`src/rtl/ekf_stage_dispatch_pkg.sv`:
```
// Shared stage codes, FSM encodings and command layout for the EKF stage
// dispatcher and the EKF top it drives.
package ekf_stage_dispatch_pkg;

    typedef enum logic [2:0] {
        STG_IDLE  = 3'b000,
        STG_PRD   = 3'b001,
        STG_NEW   = 3'b010,
        STG_UPD   = 3'b011,
        STG_ASSOC = 3'b100
    } stage_e;

    typedef enum logic [2:0] {
        S_IDLE  = 3'd0,
        S_LOAD  = 3'd1,
        S_ISSUE = 3'd2,
        S_BUSY  = 3'd3,
        S_GAP   = 3'd4
    } state_e;

    localparam int CMD_W = 67;

    typedef struct packed {
        logic [2:0]  op;
        logic [31:0] arg0;
        logic [31:0] arg1;
    } cmd_t;

    function automatic logic is_legal_op(input logic [2:0] op);
        return (op != 3'b000) && (op <= 3'b100);
    endfunction

endpackage

```
`src/rtl/ekf_stage_dispatch_fifo.sv`:
```
// Command buffer for the stage dispatcher: power-of-two depth FIFO with a
// wrap bit on each pointer to tell full from empty.
module ekf_cmd_fifo #(
    parameter int DEPTH = 4,
    parameter int WIDTH = 67
) (
    input  logic             clk_i,
    input  logic             rst_i,
    input  logic             push_i,
    input  logic [WIDTH-1:0] wdata_i,
    input  logic             pop_i,
    output logic [WIDTH-1:0] rdata_o,
    output logic             full_o,
    output logic             empty_o
);

    localparam int AW = $clog2(DEPTH);

    logic [AW:0]      wr_ptr_q, rd_ptr_q;
    logic [WIDTH-1:0] mem_q [DEPTH];
    logic             do_push, do_pop;

    assign full_o  = (wr_ptr_q[AW] != rd_ptr_q[AW]) && (wr_ptr_q[AW-1:0] == rd_ptr_q[AW-1:0]);
    assign empty_o = (wr_ptr_q == rd_ptr_q);
    assign do_push = push_i && !full_o;
    assign do_pop  = pop_i && !empty_o;
    assign rdata_o = mem_q[rd_ptr_q[AW-1:0]];

    always_ff @(posedge clk_i or posedge rst_i) begin
        if (rst_i) begin
            wr_ptr_q <= '0;
            rd_ptr_q <= '0;
        end else begin
            if (do_push) wr_ptr_q <= wr_ptr_q + 1'b1;
            if (do_pop)  rd_ptr_q <= rd_ptr_q + 1'b1;
        end
    end

    always_ff @(posedge clk_i) begin
        if (do_push) mem_q[wr_ptr_q[AW-1:0]] <= wdata_i;
    end

endmodule

```
`src/rtl/ekf_stage_dispatch.sv`:
```
// Sequences buffered host commands onto the EKF stage interface, one stage at
// a time, with a forced idle gap so the engine always sees a fresh stage edge.
module ekf_stage_dispatch
    import ekf_stage_dispatch_pkg::*;
#(
    parameter int FIFO_DEPTH = 4,
    parameter int TO_CYCLES  = 1024
) (
    input  logic               clk_i,
    input  logic               sys_rst_i,
    input  logic               cmd_valid_i,
    output logic               cmd_ready_o,
    input  logic [2:0]         cmd_op_i,
    input  logic signed [31:0] cmd_arg0_i,
    input  logic signed [31:0] cmd_arg1_i,
    output logic [2:0]         stage_val_o,
    input  logic               stage_rdy_i,
    output logic signed [31:0] vlr_o,
    output logic signed [31:0] alpha_o,
    output logic signed [31:0] rk_o,
    output logic signed [31:0] phi_o,
    output logic               done_pulse_o,
    output logic [2:0]         done_op_o,
    output logic               err_illegal_o,
    output logic               err_timeout_o,
    output logic [15:0]        cmd_count_o
);

    localparam int TW = $clog2(TO_CYCLES + 1);

    state_e             state_q;
    cmd_t               cur_q;
    logic [TW-1:0]      to_cnt_q;
    logic [2:0]         stage_val_q, done_op_q;
    logic signed [31:0] vlr_q, alpha_q, rk_q, phi_q;
    logic               done_pulse_q, err_illegal_q, err_timeout_q;
    logic [15:0]        cmd_count_q;

    cmd_t fifo_wdata, fifo_rdata;
    logic fifo_full, fifo_empty, fifo_push, fifo_pop, handshake;

    assign cmd_ready_o = !fifo_full && !sys_rst_i;
    assign handshake   = cmd_valid_i && cmd_ready_o;
    assign fifo_push   = handshake && is_legal_op(cmd_op_i);
    assign fifo_pop    = (state_q == S_IDLE) && !fifo_empty && stage_rdy_i;
    assign fifo_wdata  = '{op: cmd_op_i, arg0: cmd_arg0_i, arg1: cmd_arg1_i};

    ekf_cmd_fifo #(
        .DEPTH (FIFO_DEPTH),
        .WIDTH (CMD_W)
    ) u_fifo (
        .clk_i   (clk_i),
        .rst_i   (sys_rst_i),
        .push_i  (fifo_push),
        .wdata_i (fifo_wdata),
        .pop_i   (fifo_pop),
        .rdata_o (fifo_rdata),
        .full_o  (fifo_full),
        .empty_o (fifo_empty)
    );

    // The popped command is parked in cur_q so operands move only in S_LOAD.
    always_ff @(posedge clk_i or posedge sys_rst_i) begin
        if (sys_rst_i) begin
            state_q       <= S_IDLE;
            cur_q         <= '0;
            to_cnt_q      <= '0;
            stage_val_q   <= STG_IDLE;
            done_op_q     <= STG_IDLE;
            vlr_q         <= '0;
            alpha_q       <= '0;
            rk_q          <= '0;
            phi_q         <= '0;
            done_pulse_q  <= 1'b0;
            err_illegal_q <= 1'b0;
            err_timeout_q <= 1'b0;
            cmd_count_q   <= '0;
        end else begin
            done_pulse_q <= 1'b0;
            if (handshake && !is_legal_op(cmd_op_i)) err_illegal_q <= 1'b1;

            case (state_q)
                S_IDLE: begin
                    if (fifo_pop) begin
                        cur_q   <= fifo_rdata;
                        state_q <= S_LOAD;
                    end
                end
                S_LOAD: begin
                    if (cur_q.op == STG_PRD) begin
                        vlr_q   <= $signed(cur_q.arg0);
                        alpha_q <= $signed(cur_q.arg1);
                    end else begin
                        rk_q    <= $signed(cur_q.arg0);
                        phi_q   <= $signed(cur_q.arg1);
                    end
                    to_cnt_q    <= '0;
                    stage_val_q <= cur_q.op;
                    state_q     <= S_ISSUE;
                end
                S_ISSUE: begin
                    if (!stage_rdy_i) begin
                        state_q <= S_BUSY;
                    end else if (to_cnt_q == TW'(TO_CYCLES - 1)) begin
                        err_timeout_q <= 1'b1;
                        stage_val_q   <= STG_IDLE;
                        state_q       <= S_GAP;
                    end else begin
                        to_cnt_q <= to_cnt_q + 1'b1;
                    end
                end
                S_BUSY: begin
                    if (stage_rdy_i) begin
                        done_pulse_q <= 1'b1;
                        done_op_q    <= stage_val_q;
                        cmd_count_q  <= cmd_count_q + 16'd1;
                        stage_val_q  <= STG_IDLE;
                        state_q      <= S_GAP;
                    end
                end
                S_GAP:   state_q <= S_IDLE;
                default: state_q <= S_IDLE;
            endcase
        end
    end

    assign stage_val_o   = stage_val_q;
    assign vlr_o         = vlr_q;
    assign alpha_o       = alpha_q;
    assign rk_o          = rk_q;
    assign phi_o         = phi_q;
    assign done_pulse_o  = done_pulse_q;
    assign done_op_o     = done_op_q;
    assign err_illegal_o = err_illegal_q;
    assign err_timeout_o = err_timeout_q;
    assign cmd_count_o   = cmd_count_q;

endmodule

```
`config.mk`:
```
export PLATFORM = sky130hd
export DESIGN_NAME = ekf_stage_dispatch
export DESIGN_NICKNAME = d
export VERILOG_FILES = /design/src/rtl/ekf_stage_dispatch_pkg.sv /design/src/rtl/ekf_stage_dispatch_fifo.sv /design/src/rtl/ekf_stage_dispatch.sv
export SDC_FILE = /design/constraint.sdc
export NUM_CORES = 1
export LEC_CHECK = 0
export ABC_CLOCK_PERIOD_IN_PS = 9600
export CORE_MARGIN = 2
export CORE_UTILIZATION = 58
export DETAILED_ROUTE_END_ITERATION = 7
export DONT_BUFFER_PORTS = 1
export PLACE_DENSITY = 0.74
export SLEW_MARGIN = 20
export SYNTH_ARGS = -nofsm -noshare
export SYNTH_HDL_FRONTEND = slang
export SYNTH_HIERARCHICAL = 1
export SYNTH_SLANG_ARGS = --single-unit
```
`constraint.sdc`:
```
create_clock -name clk_i -period 9.6 [get_ports clk_i]
set_clock_uncertainty 0.2 [all_clocks]
set_input_delay 1.44 -clock clk_i [delete_from_list [all_inputs] [get_ports clk_i]]
set_output_delay 1.44 -clock clk_i [all_outputs]
set_load 0.01 [all_outputs]
```
After elaboration in Yosys (flattened, before gate mapping)
Memory sizes are Yosys's and may differ from the RTL's. A register that Yosys moved wholly into a read port is not among the register bits.
Cells that the tools add are included.
{"block": "totals", "ff_bits": 173, "inputBits": 71, "rom_bits": 0, "latch_bits": 0, "word_cells": 77, "ramBits": 268, "mem_count": 1}
{"name": "u_fifo.mem_q", "words": 4, "width": 67, "read_ports": 1, "rd_ports_with_merged_regs": 1, "write_ports": 1, "line": "ekf_stage_dispatch_fifo.sv:20", "source": "logic [WIDTH-1:0] mem_q [DEPTH];"}
{"block": "classes", "n_addsub": 4, "muxes": 16, "n_div": 0, "bitwise": 1, "n_eq_ne": 14, "mul": 0, "order_cmp": 1, "n_shift": 0, "n_reduce_logical": 26}
{"operator": "11-bit two-way mux", "count": 2}
{"operator": "11-bit case mux with 2 select lines", "count": 1}
{"operator": "3-bit two-way mux", "count": 7}
{"operator": "16-bit by 1-bit adder with 16-bit output (second input constant)", "count": 1}
{"operator": "3-bit case mux with 4 select lines", "count": 1}
{"operator": "11-bit by 1-bit adder with 11-bit output (second input constant)", "count": 1}
{"operator": "11-bit by 10-bit == test with 1-bit output (second input constant)", "count": 1}
{"operator": "1-bit logical AND", "count": 10}
{"operator": "3-bit case mux with 3 select lines", "count": 1}
{"operator": "3-bit AND reduction", "count": 3}
{"operator": "2-bit != test (second input constant)", "count": 4}
{"operator": "2-bit AND reduction", "count": 4}
{"operator": "3-bit by 1-bit adder with 3-bit output (second input constant)", "count": 2}
{"operator": "3-bit by 1-bit == test with 1-bit output (second input constant)", "count": 2}
{"operator": "3-bit by 2-bit == test with 1-bit output (second input constant)", "count": 2}
{"operator": "3-bit nonzero test", "count": 2}
{"operator": "1-bit zero test", "count": 4}
{"operator": "1-bit two-way mux", "count": 4}
{"operator": "4-bit AND reduction", "count": 1}
{"operator": "3-bit == test", "count": 1}
{"operator": "3-bit less-or-equal comparator (second input constant)", "count": 1}
{"operator": "3-bit zero test", "count": 1}
{"operator": "3-bit != test (second input constant)", "count": 1}
{"operator": "2-bit == test", "count": 1}
{"operator": "4 further kinds", "count": 4}

Logic depth before layout (Yosys ltp)
Gate-level depths: netlist of run 1.
{"block": "logic_depth", "word_depth": 9, "depth_mapped": 11, "depth_no_buf": 8}

Modules after synthesis
The synthesis of run 1 kept the hierarchy.
{"mod": "ekf_cmd_fifo", "n_inst": 1, "cells_per_inst": 400, "area_per_inst_um2": 10151.0}
{"mod": "ekf_stage_dispatch", "n_inst": 1, "cells_per_inst": 599, "area_per_inst_um2": 9215.1}

Least setup slack after synthesis of run 1
Ideal clock, no wire load.
{"block": "synth_timing", "path_kind": "input to register", "startpoint": "in sys_rst_i", "endpoint": "mem u_fifo.mem_q[3][0], enable pin", "n_path_buf": 0, "t_arrival_ns": 4.122, "setup_slack_ns": 4.822, "cell_stages": 4, "required_time_ns": 8.943, "path_cell_list": "nor2_1 > and3_1 > nand2_1 > a31oi_2"}
{"block": "synth_via", "elab_chain_len": 7}
{"item": "start: declaration", "line": "ekf_stage_dispatch.sv:10", "source": "input logic sys_rst_i,"}
{"item": "1-bit zero test (no line)"}
{"item": "1-bit logical AND", "line": "ekf_stage_dispatch.sv:42", "source": "assign cmd_ready_o = !fifo_full && !sys_rst_i;"}
{"item": "1-bit logical AND", "line": "ekf_stage_dispatch.sv:43", "source": "assign handshake = cmd_valid_i && cmd_ready_o;"}
{"item": "1-bit logical AND", "line": "ekf_stage_dispatch.sv:44", "source": "assign fifo_push = handshake && is_legal_op(cmd_op_i);"}
{"item": "via fifo_push", "line": "ekf_stage_dispatch.sv:40", "source": "logic fifo_full, fifo_empty, fifo_push, fifo_pop, handshake;"}
{"item": "1-bit logical AND", "line": "ekf_stage_dispatch_fifo.sv:25", "source": "assign do_push = push_i && !full_o;"}
{"item": "1-bit two-way mux", "line": "ekf_stage_dispatch_fifo.sv:40", "source": "if (do_push) mem_q[wr_ptr_q[AW-1:0]] <= wdata_i;"}
{"item": "1-bit two-way mux (not written as such)", "line": "ekf_stage_dispatch_fifo.sv:40"}
{"item": "end: declaration", "line": "ekf_stage_dispatch_fifo.sv:20"}
The timed path passes the listed nets, and every way through them passes these cells.

Final worst setup path of run 1
{"block": "layout_timing", "startpoint": "reg u_fifo.rd_ptr_q[1]", "endpoint": "mem u_fifo.mem_q[3][54], enable pin"}
{"block": "layout_via", "elab_chain_len": 9}
{"item": "start: declaration", "line": "ekf_stage_dispatch_fifo.sv:19", "source": "logic [AW:0] wr_ptr_q, rd_ptr_q;"}
{"item": "start signal: assignment", "line": "ekf_stage_dispatch_fifo.sv:35", "source": "if (do_pop) rd_ptr_q <= rd_ptr_q + 1'b1;"}
{"item": "2-bit == test", "line": "ekf_stage_dispatch_fifo.sv:23", "source": "assign full_o = (wr_ptr_q[AW] != rd_ptr_q[AW]) && (wr_ptr_q[AW-1:0] == rd_ptr_q[AW-1:0]);"}
{"item": "1-bit logical AND", "line": "ekf_stage_dispatch_fifo.sv:23"}
{"item": "via fifo_full", "line": "ekf_stage_dispatch.sv:40"}
{"item": "1-bit zero test", "line": "ekf_stage_dispatch.sv:42"}
{"item": "1-bit logical AND", "line": "ekf_stage_dispatch.sv:42"}
{"item": "via cmd_ready_o", "line": "ekf_stage_dispatch.sv:12", "source": "output logic cmd_ready_o,"}
{"item": "1-bit logical AND", "line": "ekf_stage_dispatch.sv:43"}
{"item": "1-bit logical AND", "line": "ekf_stage_dispatch.sv:44"}
{"item": "via fifo_push", "line": "ekf_stage_dispatch.sv:40"}
{"item": "1-bit logical AND", "line": "ekf_stage_dispatch_fifo.sv:25"}
{"item": "1-bit two-way mux", "line": "ekf_stage_dispatch_fifo.sv:40"}
{"item": "1-bit two-way mux (not written as such)", "line": "ekf_stage_dispatch_fifo.sv:40"}
The timed path passes the listed nets, and every way through them passes these cells.

==> results_dict.tcl, run 1 <==
set metrics [dict create \
    outcome "complete, no violations" \
    route.detailed.drc 0 \
    ys_ff_latch 508 \
    slowest_delay_ns 1.14 \
    clock_latency_ns 0.55 \
    ys_seq_area_share_pct 72.6 \
    relSlewSlack_pct 25.2 \
    dpl.hpwl_mm 20.9 \
    period_minus_slack_ns 4.47 \
    timing.fmax_ghz 0.223 \
    min_from "to_cnt_q[7]" \
    rr_worst_depth 9 \
    power_density_nw_per_um2 307 \
    clockPowerShare_pct 28.4 \
    timing.rr.end "u_fifo/mem_q[3][54]" \
    power_frac_seq_pct 52.1 \
    path_cells "xnor2_1 > nand3_1 > inv_1 > nor2_1 > and3_1 > nand2_1 > a31oi_4 > buf_16 > buf_4" \
    numCtsBuffers 50 \
    yosysTopAreaCell "edfxtp_1" \
    syn_area_um2 19400 \
    antenna_found_initial 0 \
    ys_types 61 \
    portBuffers 0 \
    p_int_mw 4.68 \
    die_h_um 187 \
    synth_area_leaders "edfxtp_1, dfrtp_1, mux2_2" \
    fin_setup_tns_ns 0 \
    setup_viol 0 \
    avgSynthCellArea_um2 19.4 \
    clkTransAtPathRegs_ns 0.06 \
    grt_max_degree 108 \
    wl_per_cell_um 23.1 \
    overflow 0 \
    tightest_slew_ns 1.12 \
    slew_viol_final 0 \
    slowest_stage "dfrtp_4" \
    vias 8922 \
    synthArstFlopShare_pct 47.2 \
    worstHoldPathType "flop to flop" \
    pwr-share-comb_pct 19.5 \
    drt_iter0_drc 685 \
    synth_cells 999 \
    syn_to_final_growth_pct 10.3 \
    critPathLaunchType "flop" \
    cts_max_level 2 \
    peakVddDrop_uv 207 \
    drive_above_1_share_pct 34.0 \
    clk_path_buf_depth 3 \
    crit_path_end_kind "flop" \
    tritoncts "built" \
    regToRegSetupSlack_ns 5.13 \
    start_util_pct 59.2 \
    cts_setup_buffers 0 \
    rsz0062_at_grt "no" \
    clock_tree.root_cell "clkbuf_16" \
    crit_arrival_ns 4.45 \
    row_count 66 \
    wirelength_mm 34.7 \
    whs_path_depth 1 \
    worstReg2RegStart "u_fifo/rd_ptr_q[1]" \
    leakage_nw 8.03 \
    io_pins 225 \
    die_x_um 187 \
    syn_nets 1077 \
    vias_per_cell 5.93 \
    placed_area_um2 19700 \
    synth_top_cell_area_share_pct 41.6 \
    final-hold-violation-count 0 \
    worst-setup-path-type "flop to flop" \
    grt_pass1_wl_mm 55.4 \
    synth_edf_count 268 \
    coreArea_um2 32700 \
    diodes 0 \
    cts_resized 0 \
    gp_congestion 0.783 \
    critPathBufInv 3 \
    synth_flop_cell "edfxtp_1" \
    finalInstanceArea_um2 21400 \
    grtUsageTotal_pct 20.4 \
    p_sw_mw 1.87 \
    min_to "to_cnt_q[7]" \
    cp_top_family "flip-flops" \
    ant_nets 0 \
    ys.warnings.count 6 \
    fin_nets 1098 \
    cp_num_cells 9 \
    grt_pass1_vias 9525 \
    die-area_um2 34900 \
    max_cap_violations 0 \
    cts.sinks 508 \
    period_share_pct 46.6 \
    timing.hold.ws_ns 0.314 \
    hold_buffers 0 \
    switching_share_pct 28.5 \
    firstDrtPassIters 5 \
    crit_required_ns 9.58 \
    critical_path_peak_fanout 73 \
]
[layer usage]
| metal | vias up | global-route usage, % | part of all wire, % |
|---|---|---|---|
| li1 | 3889 | - | - |
| met1 | 4684 | 27.4 | 42 |
| met2 | 296 | 32.9 | 48 |
| met3 | 53 | 6.53 | 8.3 |
| met4 | 0 | 5.07 | 2.1 |
| met5 | - | 0 | 0 |
[synthesized netlist by cell type, drive strengths merged, types with 3 or more instances]
cell type  count
edfxtp       268
dfrtp        240
mux2         195
mux4          67
buf           34
nand2         29
xnor2         14
inv           13
nand3         13
nor2          13
xor2          11
a21oi         10
and3           7
ha             7
nor3           7
clkbuf         6
nand4          6
o31ai          6
a31oi          5
nand2b         5
and4           4
a22o           3
or3            3
[kinds of logic after synthesis]
kind of cell / Yosys count / synth area share (%)
AOI/OAI and AO/OA: 43 / 1.58
xor gates and xnor gates: 25 / 1.25
adders and majority gates: 7 / 0.452
buffers and inverters: 53 / 1.92
DFF: 508 / 72.6
muxes: 263 / 19.3
and+or+nand+nor: 100 / 2.93
[registers in the layout, summed over array words and instances (netlist names), 3 cells and up]
| signal | count |
|---|---|
| stage_val_o | 3 |
| u_fifo/wr_ptr_q | 3 |
| state_q | 3 |
| u_fifo/rd_ptr_q | 3 |
| phi_o | 32 |
| u_fifo/mem_q | 268 |
| cur_q | 67 |
| vlr_o | 32 |
| to_cnt_q | 11 |
| rk_o | 32 |
| cmd_count_o | 16 |
| alpha_o | 32 |
| done_op_o | 3 |
[how the worst max path moves through the flow]
stage	from	to
final	u_fifo/rd_ptr_q[1]	u_fifo/mem_q[3][54]
after global routing	u_fifo/rd_ptr_q[1]	u_fifo/mem_q[3][60]
after global placement	u_fifo/rd_ptr_q[1]	u_fifo/mem_q[3][9]
after CTS	u_fifo/rd_ptr_q[1]	u_fifo/mem_q[3][14]
after floorplan	sys_rst_i	alpha_o[0]
after detailed placement	u_fifo/rd_ptr_q[1]	u_fifo/mem_q[3][6]
[power groups by stage]
stage	Clock [mW]	Sequential [mW]	Combinational [mW]
after floorplan	0	3.24	1.20
after global placement	0	3.45	1.24
after detailed placement	0	3.46	1.28
after CTS	1.90	3.43	1.29
after global routing	2.00	3.50	1.39
final	1.86	3.42	1.27
[stage by stage]
step	setup WS, ns	power (mW)	utilization (%)	std cells
after global routing	4.83	6.89	65.3	1504
after global placement	4.85	4.69	60.2	1408
after detailed placement	4.80	4.75	60.2	1408
after CTS	4.76	6.62	65.1	1502
after floorplan	1.54	4.43	-	999
final	5.13	6.55	65.3	1504
[placed cells by master (no fill, tap or decap), types with 8 or more instances in the layout]
cell,instances
edfxtp_1,268
dfrtp_1,238
mux2_2,189
mux4_2,67
clkbuf_16,54
nand2_1,28
clkbuf_1,23
nand3_1,13
xnor2_1,13
inv_1,12
nor2_1,11
a21oi_1,9
xor2_1,9
clkbuf_8,8
[cell type report]
class,count,area (um^2)
Inverter,13,56.3
Sequential cell,508,14100
Multi-Input combinational cell,438,4970
Clock inverter,9,56.3
Tap cell,442,553
Timing Repair Buffer,9,108
Fill cell,2208,11300
Clock buffer,85,1550
Power figures use the tool's default switching activity.
==> inputs of run 2 (changes only) <==
--- a/config.mk
+++ b/config.mk
@@ -5,7 +5,7 @@
 export SDC_FILE = /design/constraint.sdc
 export NUM_CORES = 1
 export LEC_CHECK = 0
-export ABC_CLOCK_PERIOD_IN_PS = 9600
+export ABC_CLOCK_PERIOD_IN_PS = 4700
 export CORE_MARGIN = 2
 export CORE_UTILIZATION = 58
 export DETAILED_ROUTE_END_ITERATION = 7
==> constraint.sdc (replaced) <==
create_clock -name clk_i -period 4.7 [get_ports clk_i]
set_clock_uncertainty 0.2 [all_clocks]
set_input_delay 0.705 -clock clk_i [delete_from_list [all_inputs] [get_ports clk_i]]
set_output_delay 0.705 -clock clk_i [all_outputs]
set_load 0.01 [all_outputs]
==> results_dict.tcl, run 2 (same netlist as run 1, synthesis figures left out) <==
set metrics [dict create \
    outcome "complete, no violations" \
    portBuffers 0 \
    io_pins 225 \
    fin_nets 1103 \
    relSlewSlack_pct 28.7 \
    grtUsageTotal_pct 20.5 \
    syn_to_final_growth_pct 10.0 \
    worstHoldPathType "primary input to async pin" \
    timing.final.ws_setup_ns 1.16 \
    dp.cells 1416 \
    rsz0062_at_grt "no" \
    start_util_pct 59.2 \
    worst-setup-path-type "flop to flop" \
    max_cap_violations 0 \
    clock_latency_ns 0.55 \
    final-hold-violation-count 0 \
    path_cells "xnor2_2 > nand3_1 > inv_1 > nor2_1 > and3_1 > nand2_1 > a31oi_4 > buf_12" \
    wirelength_mm 35.3 \
    slowest_stage "a31oi_4" \
    vias 8910 \
    route.detailed.drc 0 \
    drt_iter0_drc 757 \
    dpl.hpwl_mm 21.5 \
    vias_per_cell 5.91 \
    ant_nets 0 \
    largest_register_ffs 268 \
    setup_viol 0 \
    wl_per_cell_um 23.4 \
    grt_pass1_wl_mm 55.4 \
    cts.sinks 508 \
    cts_max_level 2 \
    grt_max_degree 135 \
    slew_viol_final 0 \
    slowest_delay_ns 0.67 \
    gp_congestion 0.801 \
    cts_resized 0 \
    crit_required_ns 4.75 \
    clock_tree.root_cell "clkbuf_16" \
    clkTransAtPathRegs_ns 0.06 \
    peakVddDrop_uv 385 \
    die_h_um 187 \
    timing.hold.ws_ns 0.00485 \
    die_x_um 187 \
    pre_cts_ws_ns 1.14 \
    grt_pass1_vias 9414 \
    layout_common_cells "edfxtp_1, dfrtp_1, mux2_2" \
    row_count 66 \
    layout_commonest_cell "edfxtp_1" \
    final_cell_count_no_fill 1507 \
    coreArea_um2 32700 \
    antenna_found_initial 0 \
    drive_above_1_share_pct 33.5 \
    critPathLaunchType "flop" \
    power_density_nw_per_um2 619 \
    period_minus_slack_ns 3.54 \
    crit_arrival_ns 3.59 \
    tritoncts "built" \
    clk_path_buf_depth 3 \
    crit_path_end_kind "flop" \
    diodes 0 \
    overflow 0 \
    die-area_um2 34900 \
    timing.fmax_ghz 0.282 \
    numCtsBuffers 48 \
    fin_setup_tns_ns 0 \
    critical_path_peak_fanout 28 \
    period_share_pct 75.4 \
    tightest_slew_ns 1.07 \
    firstDrtPassIters 5 \
    leakage_nw 7.99 \
]
==> run 2: cell count changes in the layout (fill, tap and decap cells not counted), moves of 3 or more <==
cell / delta
clkinv_1: +9
buf_12: +7
clkbuf_16: -5
clkbuf_8: -5
clkbuf_1: -3
clkinv_4: -3
==> run 2: cell type report <==
cell class,instances,area [um^2]
Multi-Input combinational cell,438,4970
Timing Repair Buffer,16,214
Sequential cell,508,14100
Fill cell,2199,11400
Clock inverter,18,114
Inverter,13,52.6
Clock buffer,72,1340
Tap cell,442,553
==> run 2: repair_timing <==
action | 4_1_cts | 5_1_grt
setup buffers | 0 | 0
hold buffers | 1 | 0
hold endpoints to repair | 6 | 0
==> run 2: power breakdown <==
part	internal, mW	total [mW]	switching [mW]	leakage [nW]
clock network	2.03	3.58	1.55	0.706
logic	1.57	2.73	1.16	1.87
registers	5.79	6.89	1.10	5.41
total	9.39	13.2	3.81	7.99
==> run 2: worst paths after layout <==
check	start	end	slack [ns]	cells past startpoint
max	u_fifo/rd_ptr_q[0]	u_fifo/mem_q[3][31]	1.16	8
min	sys_rst_i	cur_q[66]	0.005	2
max reg2reg	u_fifo/rd_ptr_q[0]	u_fifo/mem_q[3][31]	1.16	8
min reg2reg	to_cnt_q[7]	to_cnt_q[7]	0.31	1
max in group asynchronous	sys_rst_i	cur_q[4]	3.67	2
min in group clk_i	cmd_arg0_i[31]	u_fifo/mem_q[0][63]	0.04	0
==> run 2: critical path, delay by kind of cell (launching register included) <==
kind	cells	cell delay [ns]
xor gates and xnor gates	1	0.26
AOI/OAI and AO/OA	1	0.67
buffers and inverters	2	0.38
DFF	1	0.65
and+or+nand+nor	4	1.06
==> run 2: routing by layer <==
layer  part of all wire [%]  track usage, %  vias up
met5                      0               0        -
li1                       -               -     3907
met2                     48            32.9      289
met1                     41            27.2     4667
met4                    1.6            5.25        0
met3                    9.0            7.28       47
==> run 2: per-stage QoR <==
step / instance area (um^2) / power [mW] / utilization (%)
finish: 21300 / 13.2 / 65.2
global route: 21300 / 13.9 / 65.2
CTS: 21300 / 13.4 / 65.1
detailed placement: 19800 / 9.75 / 60.7
global placement: 19800 / 9.62 / 60.7
floorplan: 19400 / 9.06 / -
